--- config.mk ---
export PLATFORM = sky130hd
export DESIGN_NAME = mix_columns_seq
export DESIGN_NICKNAME = d
export VERILOG_FILES = /design/src/rtl/aes_pkg.sv /design/src/rtl/mix_single_column.sv /design/src/rtl/mix_columns_seq.sv
export SDC_FILE = /design/constraint.sdc
export NUM_CORES = 1
export LEC_CHECK = 0
export CORE_MARGIN = 2
export CORE_UTILIZATION = 35
export CTS_CLUSTER_SIZE = 12
export DETAILED_ROUTE_END_ITERATION = 12
export PLACE_DENSITY = 0.69
export SYNTH_ARGS = -nofsm -noshare
export SYNTH_HDL_FRONTEND = slang
export SYNTH_SLANG_ARGS = --single-unit
--- constraint.sdc ---
create_clock -name CLK -period 7.62 [get_ports CLK]
set_input_delay 0.762 -clock CLK [delete_from_list [all_inputs] [get_ports CLK]]
set_output_delay 0.762 -clock CLK [all_outputs]
set_load 0.005 [all_outputs]
--- src/rtl/aes_pkg.sv ---
// Shared AES definitions: GF(2^8) helpers, MixColumns coefficient rows and
// the sequencer state type used by mix_columns_seq.
package aes_pkg;

    // First row of each MixColumns matrix; the other rows are rotations.
    // Index 0 multiplies a0 when producing b0.
    localparam logic [0:3][7:0] FWD_COEF = {8'h02, 8'h03, 8'h01, 8'h01};
    localparam logic [0:3][7:0] INV_COEF = {8'h0e, 8'h0b, 8'h0d, 8'h09};

    typedef enum logic [1:0] {
        IDLE = 2'd0,
        BUSY = 2'd1,
        DONE = 2'd2
    } mc_state_t;

    // Multiply by x in GF(2^8) modulo x^8+x^4+x^3+x+1.
    function automatic logic [7:0] xtime(input logic [7:0] b);
        return {b[6:0], 1'b0} ^ (b[7] ? 8'h1b : 8'h00);
    endfunction

    // General GF(2^8) product built from an xtime chain and XORs only.
    // Callers pass constant coefficients, so the unused terms fold away.
    function automatic logic [7:0] gf_mul(input logic [7:0] a, input logic [7:0] k);
        logic [7:0] p1, p2, p3, p4, p5, p6, p7;
        p1 = xtime(a);
        p2 = xtime(p1);
        p3 = xtime(p2);
        p4 = xtime(p3);
        p5 = xtime(p4);
        p6 = xtime(p5);
        p7 = xtime(p6);
        return ({8{k[0]}} & a)  ^ ({8{k[1]}} & p1) ^ ({8{k[2]}} & p2) ^
               ({8{k[3]}} & p3) ^ ({8{k[4]}} & p4) ^ ({8{k[5]}} & p5) ^
               ({8{k[6]}} & p6) ^ ({8{k[7]}} & p7);
    endfunction

endpackage

--- src/rtl/mix_single_column.sv ---
// Combinational MixColumns / InvMixColumns of one 32-bit column.
// Byte a0 sits in col[31:24]; result uses the same byte order.
module mix_single_column
    import aes_pkg::*;
(
    input  logic [31:0] col,
    input  logic        mode,
    output logic [31:0] result
);

    logic [0:3][7:0] a;
    logic [0:3][7:0] fwd_b;
    logic [0:3][7:0] inv_b;

    assign a = col;

    // Both transforms use constant coefficients and are muxed afterwards,
    // which keeps each multiplier a fixed XOR network.
    for (genvar i = 0; i < 4; i++) begin : g_row
        localparam int K0 = (4 - i) % 4;
        localparam int K1 = (5 - i) % 4;
        localparam int K2 = (6 - i) % 4;
        localparam int K3 = (7 - i) % 4;

        assign fwd_b[i] = gf_mul(a[0], FWD_COEF[K0]) ^ gf_mul(a[1], FWD_COEF[K1]) ^
                          gf_mul(a[2], FWD_COEF[K2]) ^ gf_mul(a[3], FWD_COEF[K3]);
        assign inv_b[i] = gf_mul(a[0], INV_COEF[K0]) ^ gf_mul(a[1], INV_COEF[K1]) ^
                          gf_mul(a[2], INV_COEF[K2]) ^ gf_mul(a[3], INV_COEF[K3]);
    end

    assign result = mode ? inv_b : fwd_b;

endmodule

--- src/rtl/mix_columns_seq.sv ---
// Sequential AES MixColumns engine. A state is accepted into a working
// register, transformed PARALLEL_COLS columns per cycle in place over
// 4/PARALLEL_COLS cycles, then held on OUT until downstream takes it.
// Legal parameters: BLOCK_LENGTH = 128, PARALLEL_COLS in {1, 2, 4}.
module mix_columns_seq
    import aes_pkg::*;
#(
    parameter int BLOCK_LENGTH  = 128,
    parameter int PARALLEL_COLS = 1
) (
    input  logic                    CLK,
    input  logic                    RST_N,
    input  logic [BLOCK_LENGTH-1:0] IN,
    input  logic                    IN_VALID,
    output logic                    IN_READY,
    input  logic                    MODE,
    input  logic                    BYPASS,
    output logic [BLOCK_LENGTH-1:0] OUT,
    output logic                    OUT_VALID,
    input  logic                    OUT_READY
);

    localparam int         GROUPS   = 4 / PARALLEL_COLS;
    localparam logic [1:0] LAST_CNT = 2'(GROUPS - 1);

    mc_state_t       state_q, state_d;
    logic [1:0]      cnt_q, cnt_d;
    logic            mode_q, bypass_q;
    logic [0:3][31:0] work_q, work_d;   // index c is column c (bytes s[4c..4c+3])
    logic            load, busy, in_ready, out_valid;

    logic [31:0] col_in  [PARALLEL_COLS];
    logic [31:0] col_out [PARALLEL_COLS];

    // One column engine per lane; lane g works on column cnt*P + g.
    for (genvar g = 0; g < PARALLEL_COLS; g++) begin : g_lane
        logic [1:0] sel;
        assign sel       = 2'(int'(cnt_q) * PARALLEL_COLS + g);
        assign col_in[g] = work_q[sel];

        mix_single_column u_col (
            .col    (col_in[g]),
            .mode   (mode_q),
            .result (col_out[g])
        );
    end

    // Only the active group is rewritten; bypass keeps every column intact.
    for (genvar c = 0; c < 4; c++) begin : g_col
        assign work_d[c] = (busy && !bypass_q && cnt_q == 2'(c / PARALLEL_COLS))
                         ? col_out[c % PARALLEL_COLS] : work_q[c];
    end

    // Next-state, group counter and handshake decode.
    always_comb begin
        // NOTE: every output of this block gets a default first, so no path
        // can leave one unassigned and infer a latch.
        state_d   = state_q;
        cnt_d     = cnt_q;
        load      = 1'b0;
        busy      = 1'b0;
        in_ready  = 1'b0;
        out_valid = 1'b0;
        unique case (state_q)
            IDLE: begin
                in_ready = 1'b1;
                if (IN_VALID) begin
                    load    = 1'b1;
                    cnt_d   = 2'd0;
                    state_d = BUSY;
                end
            end
            BUSY: begin
                busy = 1'b1;
                if (cnt_q == LAST_CNT) begin
                    cnt_d   = 2'd0;
                    state_d = DONE;
                end else begin
                    cnt_d = cnt_q + 2'd1;
                end
            end
            DONE: begin
                out_valid = 1'b1;
                in_ready  = OUT_READY;
                if (OUT_READY) begin
                    if (IN_VALID) begin
                        load    = 1'b1;
                        cnt_d   = 2'd0;
                        state_d = BUSY;
                    end else begin
                        state_d = IDLE;
                    end
                end
            end
            default: state_d = IDLE;
        endcase
    end

    // FSM state and group counter registers.
    always_ff @(posedge CLK or negedge RST_N) begin
        // NOTE: non-blocking assignments so every register here samples the
        // pre-edge values of the others, independent of statement order.
        if (!RST_N) begin
            state_q <= IDLE;
            cnt_q   <= 2'd0;
        end else begin
            state_q <= state_d;
            cnt_q   <= cnt_d;
        end
    end

    // Working register plus the MODE/BYPASS captured at acceptance.
    always_ff @(posedge CLK or negedge RST_N) begin
        if (!RST_N) begin
            // NOTE: the working register drives OUT directly, so it is reset
            // to keep a discarded result from lingering on the output.
            work_q   <= '0;
            mode_q   <= 1'b0;
            bypass_q <= 1'b0;
        end else if (load) begin
            work_q   <= IN;
            mode_q   <= MODE;
            bypass_q <= BYPASS;
        end else if (busy) begin
            work_q   <= work_d;
        end
    end

    assign OUT       = work_q;
    assign OUT_VALID = out_valid;
    assign IN_READY  = in_ready;

endmodule

# Word level (Yosys, flattened, before mapping)
# Index checks and enable logic that the tools add are counted.
# word_totals
regBits	134
inputBits	134
word_cells	140
# classes
n_lt_le_gt_ge	1
reduce_logical	20
n_mux	37
bitwise_logic	65
eq_ne	8
add_sub_neg	1
# op_table
operator	n
bitwise XOR 8 bit	62
two-way mux 128 bit	2
two-way mux 32 bit	7
binary-select mux 32 bit (select 2 bit)	1
two-way mux 5 bit	12
bitwise XOR 8 x 5 -> 8 bit	2
two-way mux 2 bit	6
case mux 2 bit (3 select lines)	2
AND reduction 2 bit	5
nonzero test 2 bit	5
== test 2 bit, second input constant	3
!= test 2 bit, second input constant	3
logical AND 1 bit	5
two-way mux 1 bit	5
== test 2 x 1 -> 1 bit, second input constant	2
logical NOT 2 bit	2
case mux 1 bit (2 select lines)	2
greater-or-equal comparator 3 bit, second input constant	1
inverter 2 -> 3 bit	1
AND reduction 3 bit	1
nonzero test 3 bit	1
adder 2 x 1 -> 2 bit, second input constant	1
logical NOT 1 bit	1

# Longest topological paths before layout
# logic_depth
depth_word	18
depth_mapped	12

# By module
# Synthesis repeated with hierarchy kept, for this count alone.
# hier_totals
cells_unflattened	967
hier_area_um2	10128.5
# by_module_without_submodules
mod	area_per_inst_um2	n_inst	cells_per_inst
mix_columns_seq	7380.8	1	658
mix_single_column	2747.6	1	309

# Worst setup path before layout
# Ideal clock, no wire load.
# synth_path
path_type	reg2reg
from	register cnt_q[0]
to	register work_q, in the netlist OUT[99]
stages_incl_launch_ff	11
slack_ns	4.471
period_less_slack_ns	3.149
required_ns	7.543
arrival_time_ns	3.072
path_buffers	2
setup_time_ns	0.077
cell_sequence	dfrtp_1 -> buf_6 -> mux4_2 -> buf_4 -> xor2_1 -> xor3_1 -> xnor3_2 -> xnor3_1 -> o21ai_2 -> mux2i_1 -> o21ai_1
# synth_via
elab_chain_len	16
word_cells_on_any_way	47
cone_classes	mux (17); bitwise (26); reduce/logical (4)
# synth_rtl
item	line	text
start, declared	mix_columns_seq.sv:27	logic [1:0] cnt_q, cnt_d;
start signal, assigned	mix_columns_seq.sv:108	cnt_q <= cnt_d;
inverter 2 -> 3 bit (implied by the code)	mix_columns_seq.sv:39	assign col_in[g] = work_q[sel];
binary-select mux 32 bit (select 2 bit)	mix_columns_seq.sv:39	
two-way mux 32 bit (implied by the code) (2 in a row)	mix_columns_seq.sv:39	
two-way mux 5 bit or bitwise XOR 8 bit (tied branches)	--	
bitwise XOR 8 bit or two-way mux 5 bit (tied branches)	--	
bitwise XOR 8 bit, or another cell as far along (2 in a row)	--	
bitwise XOR 8 bit	aes_pkg.sv:32	return ({8{k[0]}} & a) ^ ({8{k[1]}} & p1) ^ ({8{k[2]}} & p2) ^
bitwise XOR 8 bit (2 in a row)	mix_single_column.sv:27	assign inv_b[i] = gf_mul(a[0], INV_COEF[K0]) ^ gf_mul(a[1], INV_COEF[K1]) ^
bitwise XOR 8 bit	mix_single_column.sv:28	gf_mul(a[2], INV_COEF[K2]) ^ gf_mul(a[3], INV_COEF[K3]);
two-way mux 32 bit	mix_single_column.sv:31	assign result = mode ? inv_b : fwd_b;
two-way mux 32 bit	mix_columns_seq.sv:51	? col_out[c % PARALLEL_COLS] : work_q[c];
two-way mux 128 bit	mix_columns_seq.sv:124	end else if (busy) begin
two-way mux 128 bit	mix_columns_seq.sv:120	end else if (load) begin
end signal, assigned	mix_columns_seq.sv:125	work_q <= work_d;
end, declared	mix_columns_seq.sv:29	logic [0:3][31:0] work_q, work_d;
# Several ways; a longest one is shown, not always the timed one. The select of a mux whose other input is x is not followed.
# A chain may end at the register's enable or synchronous reset.

# Final worst setup path
# layout_path
from	register cnt_q[0]
to	register work_q, in the netlist OUT[91]
# layout_via
elab_chain_len	16
word_cells_on_any_way	47
cone_classes	eq/ne (1); mux (17); bitwise (26); reduce/logical (3)
# layout_rtl
item	line	text
inverter 2 -> 3 bit (implied by the code)	mix_columns_seq.sv:39	
binary-select mux 32 bit (select 2 bit)	mix_columns_seq.sv:39	
two-way mux 32 bit (implied by the code) (2 in a row)	mix_columns_seq.sv:39	
bitwise XOR 8 bit or two-way mux 5 bit (tied branches)	aes_pkg.sv:18	return {b[6:0], 1'b0} ^ (b[7] ? 8'h1b : 8'h00);
two-way mux 5 bit, or another cell as far along	aes_pkg.sv:18	
bitwise XOR 8 bit, or another cell as far along	--	
bitwise XOR 8 bit, or another cell as far along	aes_pkg.sv:32	
bitwise XOR 8 bit	aes_pkg.sv:32	
bitwise XOR 8 bit (2 in a row)	mix_single_column.sv:27	
bitwise XOR 8 bit	mix_single_column.sv:28	
two-way mux 32 bit	mix_single_column.sv:31	
two-way mux 32 bit	mix_columns_seq.sv:51	
two-way mux 128 bit	mix_columns_seq.sv:124	
two-way mux 128 bit	mix_columns_seq.sv:120	
# Several ways; a longest one is shown, not always the timed one. The select of a mux whose other input is x is not followed.

==> results_tabular.tex <==
\begin{tabular}{lr}
\hline
Metric & Value \\
\hline
\multicolumn{2}{l}{\textbf{Status}} \\
\quad Status & finished, final reports clean \\
\multicolumn{2}{l}{\textbf{Synth}} \\
\quad Post-synth net total & 1,002 \\
\quad Synthesis-stage register bit count & 134 \\
\quad Sequential cell area fraction in the yosys report & 0.358 \\
\quad Synth cell types & 44 \\
\quad Post-Synthesis Mean Instance Area & 10.8 µm² \\
\quad Cell count after synthesis & 864 \\
\quad Count of warnings emitted by yosys & 0 \\
\quad Post-Synthesis Cell Area & 9360 µm² \\
\multicolumn{2}{l}{\textbf{Clocking}} \\
\quad \# clock sinks & 134 \\
\quad TritonCTS Buffers & 17 \\
\quad Hold buffers post-CTS & 0 \\
\quad TritonCTS clock tree & yes \\
\quad Total of cells resized after clock tree synthesis & 0 \\
\quad Clock insertion delay at the later pin of the skew report & 0.43 ns \\
\quad Number of buffers added for setup after CTS & 0 \\
\quad Clk slew on worst S/H paths & 0.07 ns \\
\quad CTS Buffer Depth & 2 \\
\quad CTS root buf & sky130\_fd\_sc\_hd\_\_clkbuf\_16 \\
\quad H-tree depth reported by CTS & 4 \\
\multicolumn{2}{l}{\textbf{Global routing}} \\
\quad Global routing usage on met1 & 0.314 \\
\quad Top Usage Layer GRT & met2 \\
\quad All-layer global routing usage & 0.232 \\
\quad Grt total ovfl & 0 \\
\quad Global-route met2 utilization & 0.369 \\
\quad Vias in the first global route & 8,120 \\
\quad Number of antenna violations at the first check in global routing & 0 \\
\quad Fraction of met3 tracks used by global routing & 0.0506 \\
\quad Wire length of the first global-routing pass & 49,600 µm \\
\quad Largest net degree at the start of global routing & 93 \\
\multicolumn{2}{l}{\textbf{Timing}} \\
\quad Remaining max-slew budget at the tightest pin & 0.319 \\
\quad Setup repair after global routing missed its margin & false \\
\quad Final critical delay including setup and external delays & 4.21 ns \\
\quad Slew at the pin with the worst max-slew slack & 1.02 ns \\
\quad Slew Limit Fails & 0 \\
\quad Peak clock frequency supported by timing & 237 MHz \\
\quad Worst Slack Setup Final & 3.41 ns \\
\quad Total count of hold-check failures in the final report & 0 \\
\quad Final period utilization & 0.553 \\
\quad Final setup TNS & 0 ns \\
\quad Total setup violations reported at the end of the flow & 0 \\
\quad Worst setup skew after layout & 0.0131 ns \\
\multicolumn{2}{l}{\textbf{Layout}} \\
\quad Core Util, Final & 0.488 \\
\quad Multi-input logic area & 5620 µm² \\
\quad Most common library cell in the layout ignoring fill and taps & sky130\_fd\_sc\_hd\_\_clkdlybuf4s50\_1 \\
\quad Nets & 1,229 \\
\quad Fillers & 2,437 \\
\quad Storage element area & 3350 µm² \\
\quad Antenna Diode Count & 0 \\
\quad Top library cells by usage in the layout, fill and taps aside & sky130\_fd\_sc\_hd\_\_clkdlybuf4s50\_1 (262), sky130\_fd\_sc\_hd\_\_xnor2\_1 (134), sky130\_fd\_sc\_hd\_\_dfrtp\_1 (133), sky130\_fd\_sc\_hd\_\_o21ai\_0 (61), sky130\_fd\_sc\_hd\_\_nand2\_1 (55) \\
\quad Design area & 12,800 µm² \\
\quad Synth-to-layout area growth & 36.3\% \\
\quad Proportion of layout cells with a drive suffix above 1 & 0.0951 \\
\multicolumn{2}{l}{\textbf{Setup path}} \\
\quad Slowest cell on the critical path & sky130\_fd\_sc\_hd\_\_mux4\_2 \\
\quad Required time at the worst-slack endpoint & 7.89 ns \\
\quad Buf/Inv on CP & 1 \\
\quad CP Class & reg -> reg \\
\quad Worst Path Arrival & 4.48 ns \\
\quad Critical-path maximum fanout & 30 \\
\quad Crit path largest cell delay & 0.68 ns \\
\quad Kind of capture point of the worst setup path & register \\
\quad Cell repeated most along the worst path & sky130\_fd\_sc\_hd\_\_xnor2\_1 \\
\quad Worst path cell trace & buf\_4 > mux4\_2 > xor2\_1 > xor3\_1 > xnor3\_1 > xnor2\_1 > nand2\_1 > xnor2\_1 > a21oi\_1 \\
\quad Dominant delay contributor by cell family on the critical path & XOR/XNOR gates \\
\quad Category of the worst setup path launch point & register \\
\multicolumn{2}{l}{\textbf{Placed design}} \\
\quad Number of buffers inserted by port buffering & 263 \\
\quad Worst slack after detailed placement & 3.42 ns \\
\quad Half-perimeter wire length after placement & 23,900 µm \\
\quad Placer's final routability congestion estimate & 0.918 \\
\quad Cell area after placement & 12,100 µm² \\
\multicolumn{2}{l}{\textbf{Detailed routing}} \\
\quad Starting DRC count in detailed routing & 990 \\
\quad Number of detailed-routing iterations run before antenna repair & 5 \\
\quad Routed via count & 7,923 \\
\quad DRT antenna net count & 0 \\
\quad Final wirelength & 32,500 µm \\
\quad Post-route DRC & 0 \\
\quad Post-DR wirelength/cell & 22.6 µm \\
\quad Average vias per placed instance & 5.51 \\
\multicolumn{2}{l}{\textbf{Floorplanning}} \\
\quad Die width & 168 µm \\
\quad Top-Level Pins & 264 \\
\quad Die Span Y & 168 µm \\
\quad Core Region & 26,100 µm² \\
\quad Area enclosed by the die boundary & 28,100 µm² \\
\quad Effective utilization at floorplan & 0.358 \\
\quad Cell row count & 59 \\
\multicolumn{2}{l}{\textbf{Flow run}} \\
\quad Max-cap violations & 0 \\
\multicolumn{2}{l}{\textbf{Worst hold path}} \\
\quad Type of the tightest min-delay check & in -> async \\
\hline
\end{tabular}
[per-layer routing]
metal | share of wire | up-vias | routed length (µm)
met5 | 0 | - | 0
li1 | - | 3537 | -
met3 | 0.078 | 52 | 2540
met4 | 0.025 | 0 | 815
met2 | 0.47 | 383 | 15300
met1 | 0.43 | 3951 | 13800
[final timing paths]
kind / start / end / slack (ns) / cells after the start
max: cnt_q[0] / OUT[91] / 3.41 / 9
min: RST_N / OUT[75] / 0.34 / 1
max reg2reg: cnt_q[0] / OUT[91] / 3.41 / 9
max in group asynchronous: RST_N / cnt_q[0] / 5.89 / 2
min reg2reg: OUT[25] / OUT[25] / 0.55 / 2
min in group CLK: OUT[25] / OUT[25] / 0.55 / 2
[sequential cells by signal, indices dropped and copies added, names as in the netlist]
signal	cells
mode_q	1
OUT	128
cnt_q	2
state_q	2
bypass_q	1
[logic make-up (layout without fill, tap and decap cells)]
family,after synthesis,in the layout,synth area share
AOI/OAI and AO/OA,270,270,0.190
xor gates and xnor gates,218,218,0.260
DFF,134,134,0.358
and+or+nand+nor,116,116,0.0498
buffers and inverters,74,314,0.0425
muxes,48,48,0.0941
adders and majority gates,4,4,0.00534
[synthesized netlist by cell type (all sizes together)]
master	n	share of area
xnor2	148	0.16
dfrtp	134	0.36
o21ai	83	0.045
nand2	55	0.022
a21o	52	0.042
nor2	47	0.019
xor2	46	0.045
clkbuf	43	0.017
a22oi	32	0.026
mux4	32	0.077
a21oi	29	0.016
a22o	28	0.026
buf	25	0.023
a211oi	24	0.019
xnor3	19	0.046
mux2i	16	0.017
o22ai	16	0.011
and2	6	0.0040
inv	6	0.0024
xor3	5	0.013
ha	4	0.0053
o21a	4	0.0032
nand3	2	0.0011
or2	2	0.0013
and3	1	0.00067
nand2b	1	0.00067
nor2b	1	0.00067
nor3	1	0.00053
o2bb2ai	1	0.00094
o31ai	1	0.00080
[final cells by class]
type	count	area share
clock buffer	17	0.0333
sequential	134	0.263
clock inverter	15	0.0145
multi-input combinational	656	0.441
tap	335	0.0329
inverter	6	0.00177
timing repair buffer	276	0.214
[stage by stage]
step	hold WS [ns]	cells
5_1_grt	0.377	1439
4_1_cts	0.351	1439
2_1_floorplan	0.466	864
6_report	0.338	1439
3_5_place_dp	0.529	1407
3_3_place_gp	0.518	1407
[worst reg2reg max path, delay by kind of cell, from the launching register on]
family / cells / cell delay [ns]
AOI/OAI and AO/OA: 1 / 0.14
muxes: 1 / 0.71
DFF: 1 / 0.53
and+or+nand+nor: 1 / 0.10
xor gates and xnor gates: 5 / 1.98
buffers and inverters: 1 / 0.59
Power is not shown: default switching activity piles up to over one toggle a cycle in this logic, so the estimate is an artifact.
